<file path="src/rtl/dual_port_ram_param.sv">
// Simple dual-port RAM (one write port, one read port, single clock) with byte-lane
// write enables, 1- or 2-cycle read latency, selectable collision policy and a post-reset clear sweep.
module dual_port_ram_param #(
   parameter int DATA_W     = 16,
   parameter int ADDR_W     = 4,
   parameter int RD_LAT     = 1,
   parameter int BYP_MODE   = 0,
   parameter int CLR_ON_RST = 1
) (
   input  logic                clk,
   input  logic                rst,
   input  logic                wr_en,
   input  logic [ADDR_W-1:0]   wr_addr,
   input  logic [DATA_W-1:0]   din,
   input  logic [DATA_W/8-1:0] wr_be,
   input  logic                rd_en,
   input  logic [ADDR_W-1:0]   rd_addr,
   output logic [DATA_W-1:0]   dout,
   output logic                dout_vld,
   output logic                coll,
   output logic                busy
);

   localparam int DEPTH = 2 ** ADDR_W;
   localparam int LANES = DATA_W / 8;

   typedef enum logic {CLEAR, RUN} state_t;
   localparam state_t RST_STATE = (CLR_ON_RST != 0) ? CLEAR : RUN;

   state_t              state_q, state_d;
   logic [ADDR_W-1:0]   clr_cnt_q, clr_cnt_d;
   logic [DATA_W-1:0]   mem [DEPTH];

   logic                clr_we, wr_go, rd_go, hit;
   logic [DATA_W-1:0]   be_mask, rd_old, rd_word;

   // Sweep control: one word zeroed per edge; the edge that clears the last word enters RUN.
   // NOTE: every always_comb output gets a default first, so no path can infer a latch.
   always_comb begin
      state_d   = state_q;
      clr_cnt_d = clr_cnt_q;
      if (state_q == CLEAR) begin
         clr_cnt_d = clr_cnt_q + ADDR_W'(1);
         if (clr_cnt_q == ADDR_W'(DEPTH - 1)) state_d = RUN;
      end
   end

   // NOTE: state is updated with non-blocking assignments so every flop samples pre-edge values.
   always_ff @(posedge clk or posedge rst) begin
      if (rst) begin
         state_q   <= RST_STATE;
         clr_cnt_q <= '0;
      end else begin
         state_q   <= state_d;
         clr_cnt_q <= clr_cnt_d;
      end
   end

   always_comb begin
      clr_we  = (state_q == CLEAR) && !rst;
      wr_go   = (state_q == RUN) && wr_en && !rst;
      rd_go   = (state_q == RUN) && rd_en && !rst;
      hit     = wr_go && rd_go && (wr_addr == rd_addr);
      be_mask = '0;
      for (int i = 0; i < LANES; i++) be_mask[8*i +: 8] = {8{wr_be[i]}};
      rd_old  = mem[rd_addr];
      rd_word = rd_old;
      if (BYP_MODE != 0 && hit) rd_word = (rd_old & ~be_mask) | (din & be_mask);
   end

   // NOTE: the array has no reset so it maps onto block RAM; zeroing is done by the sweep instead.
   always_ff @(posedge clk) begin
      if (clr_we) begin
         mem[clr_cnt_q] <= '0;
      end else if (wr_go) begin
         for (int i = 0; i < LANES; i++)
            if (wr_be[i]) mem[wr_addr][8*i +: 8] <= din[8*i +: 8];
      end
   end

   // Source feeding the output register: the raw read (RD_LAT=1) or one extra stage (RD_LAT=2).
   logic              src_vld, src_coll;
   logic [DATA_W-1:0] src_data;

   generate
      if (RD_LAT == 2) begin : g_lat2
         logic              s1_vld_q, s1_vld_d, s1_coll_q, s1_coll_d;
         logic [DATA_W-1:0] s1_data_q, s1_data_d;

         always_comb begin
            s1_vld_d  = rd_go;
            s1_coll_d = hit;
            s1_data_d = s1_data_q;
            if (rd_go) s1_data_d = rd_word;
         end

         always_ff @(posedge clk or posedge rst) begin
            if (rst) begin
               s1_vld_q  <= 1'b0;
               s1_coll_q <= 1'b0;
               s1_data_q <= '0;
            end else begin
               s1_vld_q  <= s1_vld_d;
               s1_coll_q <= s1_coll_d;
               s1_data_q <= s1_data_d;
            end
         end

         assign src_vld  = s1_vld_q;
         assign src_coll = s1_coll_q;
         assign src_data = s1_data_q;
      end else begin : g_lat1
         assign src_vld  = rd_go;
         assign src_coll = hit;
         assign src_data = rd_word;
      end
   endgenerate

   logic              dout_vld_q, dout_vld_d, coll_q, coll_d;
   logic [DATA_W-1:0] dout_q, dout_d;

   always_comb begin
      dout_vld_d = src_vld;
      coll_d     = src_vld && src_coll;
      dout_d     = dout_q;
      if (src_vld) dout_d = src_data;
   end

   always_ff @(posedge clk or posedge rst) begin
      if (rst) begin
         dout_vld_q <= 1'b0;
         coll_q     <= 1'b0;
         dout_q     <= '0;
      end else begin
         dout_vld_q <= dout_vld_d;
         coll_q     <= coll_d;
         dout_q     <= dout_d;
      end
   end

   assign dout     = dout_q;
   assign dout_vld = dout_vld_q;
   assign coll     = coll_q;
   assign busy     = (state_q == CLEAR);

endmodule

</file>
<file path="config.mk">
export PLATFORM = sky130hd
export DESIGN_NAME = dual_port_ram_param
export DESIGN_NICKNAME = d
export VERILOG_FILES = /design/src/rtl/dual_port_ram_param.sv
export SDC_FILE = /design/constraint.sdc
export NUM_CORES = 1
export LEC_CHECK = 0
export ABC_AREA = 1
export CORE_ASPECT_RATIO = 1.2
export CORE_MARGIN = 5
export CORE_UTILIZATION = 55
export DETAILED_ROUTE_END_ITERATION = 8
export GPL_TIMING_DRIVEN = 0
export HOLD_SLACK_MARGIN = 0.08
export PLACE_DENSITY = 0.79
export SYNTH_ARGS = -nofsm -noshare
export SYNTH_HDL_FRONTEND = slang
export SYNTH_SLANG_ARGS = --single-unit
</file>
<file path="constraint.sdc">
create_clock -name clk -period 4.4 [get_ports clk]
set_clock_uncertainty 0.15 [all_clocks]
set_input_delay 1.1 -clock clk [delete_from_list [all_inputs] [get_ports clk]]
set_output_delay 1.1 -clock clk [all_outputs]
set_load 0.01 [all_outputs]
</file>
==> impl_metrics.yaml <==
status:
  outcome: "complete, no violations"
detailed_routing:
  detail-route-antenna-nets: 0
  vias: 8456
  wire_per_inst_um: 21.0
  finalWirelength_mm: 30.1
  drcViolationCount: 0
  first_iter_violations: 1117
  via_per_inst: 5.91
  first_pass_iters: 9
floorplanning:
  num_rows: 58
  die_h_um: 169
  fp.dieW_um: 143
  start_util_pct: 55.8
  design.die.area_um2: 24200
  ioPinCount: 49
  core_um2: 20900
synth:
  syn-instance-count: 1071
  seq_area_frac_synth_pct: 70.9
  yosys_register_bits: 279
  synth_cell_types: 26
  yosysWarnings: 0
  synth.avg_cell_area_um2: 10.9
  synthesis.area_um2: 11700
  synthesis.nets: 1102
worst_setup_path:
  r2r_end: "mem[15][14]"
  slowest_delay_ns: 0.81
  ff2ff_setup_slack_ns: 1.55
  crit_chain: "clkdlybuf4s50_1 > inv_1 > nand3_1 > o22ai_1 > inv_1 > buf_2 > nor2_1"
  reg2regPathDepth: 7
  worst_setup_path_end_kind: "flop"
  crit_type: "primary input to flop"
  cp_max_fo: 25
  critical_path.top_delay_family: "buffers and inverters"
  crit_slowest_cell: "nor2_1"
  crit_path_start_kind: "primary input"
  critPathMostFrequentCell: "inv_1"
  cp_data_required_time_ns: 4.39
  worst-path-buf-inv: 4
  worstReg2RegStart: "state_q"
  arrival_ns: 4.11
clocking:
  cts-htree-levels: 1
  post_cts_buffers: 0
  numCtsBuffers: 26
  ctsHoldBuffers: 0
  clk-insertion-delay-late_ns: 0.54
  clkSinkCount: 279
  cts_resized: 0
  clockBufferDepth: 3
  clkTransAtPathRegs_ns: 0.06
  cts_tree: "done"
  clockRootBuffer: "clkbuf_16"
finish:
  fin_nets: 1176
  final_util_pct: 63.8
  areaGrowthSynthToFinish_pct: 14.5
  diodes: 0
  fillerInstances: 1470
  drive_above_1_share_pct: 8.00
  final_common_cell: "nand2_1"
  mostFrequentLayoutCells: "nand2_1, edfxtp_1, nand3_1"
timing:
  rsz0062_at_grt: "false"
  tightest_slew_ns: 1.23
  relSlewSlack_pct: 17.8
  min_period_over_period_pct: 93.5
  fmax_mhz: 243
  fin_crit_ns: 4.11
  finalSetupViolCount: 0
  maxSlewViolCount: 0
  hold_viol: 0
  setup_tns_ns: 0
placement:
  place_congestion: 0.919
  numPortBuffers: 46
  hpwl_mm: 20.3
min_path:
  min_to: "dout[6]"
  worstHoldStart: "dout[6]"
  whs_path_depth: 2
  hold_class: "flop to flop"
power:
  worst_ir_drop_vdd_uv: 322
  cellPowerDensity_nw_per_um2: 427
  power_leakage_nw: 5.28
flow_run:
  drv_cap: 0
global_routing:
  gr-total-overflow: 0
  first_global_vias: 8193
  grt_max_degree: 26
  grt_use_total_pct: 24.9
  antenna_found_initial: 0
  grt_pass1_wl_mm: 45.1
## worst max-delay path by stage
stage	endpoint	startpoint	slack, ns	cells after the start
6_report	mem[14][8]	rst	0.29	7
5_1_grt	mem[14][8]	rst	0.01	7
4_1_cts	mem[14][11]	rst	0.30	7
3_5_place_dp	mem[14][10]	rst	-0.23	7
3_3_place_gp	mem[14][12]	rst	-0.09	7
2_1_floorplan	mem[10][0]	rst	1.16	6
## synthesized netlist by cell type
cell type / instances / share of area (%)
o21ai_4: 1 / 0.14
nor2_4: 1 / 0.097
a21oi_1: 1 / 0.043
o22ai_1: 2 / 0.11
clkinv_1: 2 / 0.064
nor2_1: 50 / 1.6
buf_1: 4 / 0.13
edfxtp_1: 256 / 66
buf_6: 2 / 0.19
nand2_1: 421 / 14
dfrtp_1: 23 / 4.9
xnor2_1: 1 / 0.075
nand3_2: 1 / 0.086
clkbuf_1: 16 / 0.52
buf_2: 36 / 1.5
ha_1: 1 / 0.11
nor4_1: 1 / 0.054
nand2_2: 6 / 0.32
o21ai_0: 5 / 0.21
inv_1: 34 / 1.1
nand3_1: 194 / 8.3
xor2_1: 2 / 0.15
nand4_1: 3 / 0.16
nand2_4: 1 / 0.097
nor2_2: 6 / 0.32
buf_4: 1 / 0.064
## power breakdown
group | switching (mW) | internal, mW | leakage, nW | total, mW
combinational | 0.286 | 0.140 | 1.98 | 0.426
clock | 0.940 | 1.41 | 0.434 | 2.35
sequential | 0.0133 | 2.91 | 2.87 | 2.93
total | 1.24 | 4.46 | 5.28 | 5.70
## through the flow
stage	setup WS, ns	cell area, um^2	std cells	hold WS (ns)	power (mW)
2_1_floorplan	1.16	11700	1071	0.340	3.21
3_3_place_gp	-0.0930	12500	1387	0.316	3.39
3_5_place_dp	-0.234	12500	1387	0.319	3.40
4_1_cts	0.300	13300	1432	0.333	5.69
5_1_grt	0.0149	13300	1432	0.354	5.84
6_report	0.287	13300	1432	0.329	5.70
## kinds of logic after synthesis
kind of cell	share of synthesized area [%]
flops	70.9
simple gates	24.6
fa+ha+maj	0.107
buf+inv	3.61
compound gates	0.505
xor+xnor	0.226
## sequential cells by signal, indices dropped and copies added, names as in the netlist
name / flops
dout: 16
state_q: 1
clr_cnt_q: 4
coll: 1
dout_vld: 1
mem: 256
## area by class of cell
cell class	instances	area [um^2]	area share [%]
Tap cell	270	338	2.53
Timing Repair Buffer	46	460	3.45
Multi-Input combinational cell	697	2970	22.3
Clock inverter	15	201	1.51
Inverter	36	135	1.01
Buffer	59	285	2.14
Clock buffer	30	687	5.15
Sequential cell	279	8260	61.9
## per-layer routing
| layer | track usage [%] | part of all wire [%] | vias to the layer above |
|---|---|---|---|
| li1 | - | - | 3778 |
| met1 | 30.6 | 34 | 3943 |
| met2 | 41.8 | 49 | 599 |
| met3 | 3.38 | 10 | 136 |
| met4 | 15.3 | 7.0 | 0 |
| met5 | 0 | 0 | - |
## worst min-delay path, delay by kind of cell, from the launching register on
kind,cells,cell delay [ns]
DFF,1,0.34
and+or+nand+nor,2,0.11
(Power assumes the default switching activity.)
==> edit 1 (config.mk and constraints unchanged) <==
`dout_q` no longer has a reset.
--- a/src/rtl/dual_port_ram_param.sv
+++ b/src/rtl/dual_port_ram_param.sv
@@ -130,12 +130,14 @@
       if (rst) begin
          dout_vld_q <= 1'b0;
          coll_q     <= 1'b0;
-         dout_q     <= '0;
       end else begin
          dout_vld_q <= dout_vld_d;
          coll_q     <= coll_d;
-         dout_q     <= dout_d;
       end
+   end
+
+   always_ff @(posedge clk) begin
+      dout_q <= dout_d;
    end
 
    assign dout     = dout_q;
Behaviour: same outputs for any inputs over 10 cycles, from zero or initial values and one cycle with rst high; that may be too few to reach the edited logic, so the function may still have changed.
==> edit 1 against the unedited design <==
Synthesized cell count down 11%; core utilization down 0.63 points; power shrank 1.4%; largest cell class unchanged; routed wire length decreased by 5.2%; synthesized area is 1.5% lower; first-iteration DRC count decreased by 12%; cell area is 1.7% lower; highest routed layer unchanged; worst setup slack gained 0.80 ns; sequential cell count is the same.
==> edit 1: results (changes against the unedited design) <==
| Metric | Value |
|---|---|
| Largest net degree at the start of global routing | 19 (-27%) |
| Synthesized net count | 982 (-11%) |
| GPL Wtd Cong | 0.9043 (-1.6%) |
| Top post-synthesis cells by count | edfxtp_1, nor2_1, o21ai_0 |
| FF/Latch Area | 8343 um2 (+0.97%) |
| Slew Limit Headroom | 0.1742 (-0.003595) |
| Minimum setup slack among reg-to-reg paths | 1.69 ns (+0.14 ns) |
| Async SR Flop Fraction | 0.02509 (-0.05735) |
| Via-per-instance ratio | 5.931 (+0.43%) |
| FILL cells | 1,534 (+4.4%) |
| Peak VDD IR | 0.3302 mV (+2.7%) |
| Peak Freq | 302.2 MHz (+24%) |
| P_leak | 4.734 nW (-10%) |
| Arrival time of the worst setup path | 3.31 ns (-0.80 ns) |
| Outcome | complete, no violations |
| Final #Nets | 1,052 (-11%) |
| Layout cell share with drive strength beyond 1 | 0.08357 (+0.003539) |
| RR Endpoint | mem[1][4] |
| Placed instance area | 12,230 um2 (-1.8%) |
| Post-place setup slack | 0.6459 ns (+0.8798 ns) |
| Crit path max-delay family | simple AND/OR/NAND/NOR gates |
| Port Buffers | 42 (-8.7%) |
| Met3 Wirelength | 2534 um (-16%) |
| GR Util met2 | 0.4179 (-0.0005679) |
| Met3 Use GR | 0.04063 (+0.006803) |
| Comb power | 0.000362 W (-15%) |
| Critical Path Sink | mem[1][4] |
| Drt first pass iters | 5 (-4) |
| Seq/Total Area, Yosys | 0.7272 (+0.01804) |
| R2R depth | 8 (+1) |
| Clock Tree Buf Depth | 3 (unchanged) |
| Final worst hold slack | 0.4040 ns (+0.07447 ns) |
| Syn Area/Cell | 12.06 um2 (+11%) |
| WL met2 | 14,590 um (-0.80%) |
| Hold_sp | clr_cnt_q[3] |
| Crit-path max cell delay | 0.74 ns (-0.07 ns) |
| Synth top area cells | edfxtp_1, nor2_1, o21ai_0 |
| M1 wire length | 10,370 um (+0.71%) |
| WHS Endpoint | state_q |
| Non-filler instance count after layout | 1,311 (-8.4%) |
| All-Layer GR Usage | 0.2404 (-0.008783) |
| 1st-iter DRT viols | 988 (-12%) |
| Detailed placement HPWL | 19,320 um (-4.7%) |
| Post-synth EDFFs | 272 (+6.3%) |
| First-pass GRT wire length | 43,390 um (-3.9%) |
-- edit 1: cell types whose count changed after synthesis, moves of 3 or more --
cell / before / now
nand2_1: 421 / 67
nor2_1: 50 / 203
nand3_1: 194 / 57
o21ai_0: 5 / 104
o211ai_1: 0 / 66
inv_1: 34 / 62
dfrtp_1: 23 / 7
edfxtp_1: 256 / 272
a21oi_1: 1 / 16
buf_2: 36 / 24
o21ai_1: 0 / 11
clkbuf_1: 16 / 26
inv_2: 0 / 3
-- edit 1: cells by family after synthesis --
logic type                 synth area share
xor gates and xnor gates           0.003054
and+or+nand+nor                      0.1228
adders and majority gates          0.001090
buffers and inverters               0.04482
AOI/OAI and AO/OA                    0.1011
DFF                                  0.7272
-- edit 1: area by class of cell --
class,instances,share of cell area
inverter,66,0.01889
tap,270,0.02576
buffer,59,0.02032
multi-input combinational,547,0.1995
sequential,279,0.6361
timing repair buffer,42,0.03205
clock buffer,31,0.05266
clock inverter,17,0.01479
==> edit 2 (config.mk and constraints unchanged) <==
Made on the original files. The parameter `ADDR_W` goes from 4 to 5.
--- a/src/rtl/dual_port_ram_param.sv
+++ b/src/rtl/dual_port_ram_param.sv
@@ -2,7 +2,7 @@
 // write enables, 1- or 2-cycle read latency, selectable collision policy and a post-reset clear sweep.
 module dual_port_ram_param #(
    parameter int DATA_W     = 16,
-   parameter int ADDR_W     = 4,
+   parameter int ADDR_W     = 5,
    parameter int RD_LAT     = 1,
    parameter int BYP_MODE   = 0,
    parameter int CLR_ON_RST = 1
Interface: changed (resized rd_addr and wr_addr); port bits go from 49 to 51. No check against the original RTL was run, so the function may have changed too.
==> edit 2 against the unedited design <==
Sequential cell count up 257; power up 86%; core utilization down 1.2 points; maximum frequency down 0.15%; worst setup slack worse by 0.0060 ns; cell area up 91%; routed wire length up 140%; worst hold slack better by 0.0079 ns; non-clock buffer count up 68; global-route usage up 6.2 points; synthesized cell count up 81%; synthesized area up 93%; critical endpoint is now dout[14]; highest routed layer unchanged.
==> edit 2: results (changes against the unedited design) <==
| Metric | Value |
|---|---|
| Outcome | complete, no violations |
| Drt first pass iters | 7 (-2) |
| Post-synth EDFFs | 512 (+100%) |
| P_leak | 9.631 nW (+82%) |
| Required @ worst endpoint | 4.76 ns (+0.37 ns) |
| R2R depth | 9 (+2) |
| Hold_sp | dout[11] |
| Layout cell share with drive strength beyond 1 | 0.1129 (+0.03290) |
| Top post-synthesis cells by count | nand2_1, edfxtp_1, nand3_1 |
| Compound-Gate Fraction of Synth Area | 0.005718 (+0.0006717) |
| Post-synthesis adder-cell area fraction | 0.001110 (+0.00003660) |
| Final #Nets | 2,070 (+76%) |
| Minimum setup slack among reg-to-reg paths | 1.11 ns (-0.44 ns) |
| Clock latency at the later pin of the worst-skew pair | 0.59 ns (+0.05 ns) |
| Library cells used by synthesis | 31 (+19%) |
| Max FFs per register | 512 (+100%) |
| Placed instance area | 23,870 um2 (+92%) |
| GPL Wtd Cong | 1.012 (+10%) |
| Final worst hold slack | 0.3374 ns (+0.007887 ns) |
| Detailed placement HPWL | 48,440 um (+140%) |
| Initial antenna violation count | 2 (+2) |
| All-Layer GR Usage | 0.3116 (+0.06241) |
| Port Buffers | 47 (+2.2%) |
| First-pass GRT wire length | 102,400 um (+130%) |
| RR Endpoint | mem[6][13] |
| Peak VDD IR | 0.3766 mV (+17%) |
| Cts bufs inserted | 50 (+92%) |
| 1st-iter DRT viols | 2,517 (+130%) |
| Slew Limit Headroom | 0.05426 (-0.1235) |
| Async SR Flop Fraction | 0.04478 (-0.03766) |
| WHS Endpoint | dout[11] |
| Xor/xnor share of the synthesized area | 0.001943 (-0.0003118) |
| Vias | 16,490 (+95%) |
| Wirelength per Cell | 27.30 um (+30%) |
edit 2: cell families (layout without fill, tap and decap cells):
| family | after synthesis | after routing |
|---|---|---|
| AOI/OAI and AO/OA | 14 | 14 |
| xor gates and xnor gates | 5 | 5 |
| adders and majority gates | 2 | 2 |
| buffers and inverters | 160 | 298 |
| DFF | 536 | 536 |
| other | 0 | 3 |
| and+or+nand+nor | 1217 | 1217 |
edit 2: final cells by class:
type                            instances  area [um2]
Antenna cell                            3       7.507
Fill cell                            3017       15200
Sequential cell                       536       15980
Multi-Input combinational cell       1238        5984
Tap cell                              539       674.4
Timing Repair Buffer                   50       528.0
Buffer                                123       555.5
Clock inverter                         23       202.7
Clock buffer                           65        1349
Inverter                               37       161.4
edit 2: worst max-delay path by stage:
stage                        start          to  cells past startpoint
after detailed placement       rst    dout[14]                      7
after CTS                      rst    dout[14]                      7
after global routing           rst     dout[1]                      7
after floorplan           wr_be[1]   mem[4][0]                      6
final                          rst    dout[14]                      7
after global placement         rst  mem[4][10]                      6
edit 2: layer usage:
metal  track usage  part of all wire
met5             0                 0
met4        0.1859             0.080
met3       0.06240              0.11
met2        0.5189              0.48
met1        0.3792              0.33
edit 2: critical path, cell delays in order:
cell,delay (ns)
clkdlybuf4s50_1,0.53
inv_1,0.94
nand3_1,0.58
clkinv_1,0.35
clkbuf_1,0.54
nand3_1,0.30
nand2_1,0.14
edit 2: report_power, final:
part           internal [W]  total (W)  switching (W)  leakage (nW)
logic              0.000206   0.000791       0.000585          2.91
clock network       0.00234    0.00419        0.00186         0.763
registers           0.00559    0.00560      0.0000138          5.96
edit 2: through the flow:
stage / total power [W] / setup slack [ns] / std cells
floorplan: 0.006102 / 1.252 / 1934
global placement: 0.006441 / -0.8127 / 2520
detailed placement: 0.006471 / -0.3609 / 2523
CTS: 0.01051 / 0.2218 / 2611
global route: 0.01080 / 0.01211 / 2611
finish: 0.01058 / 0.2806 / 2614
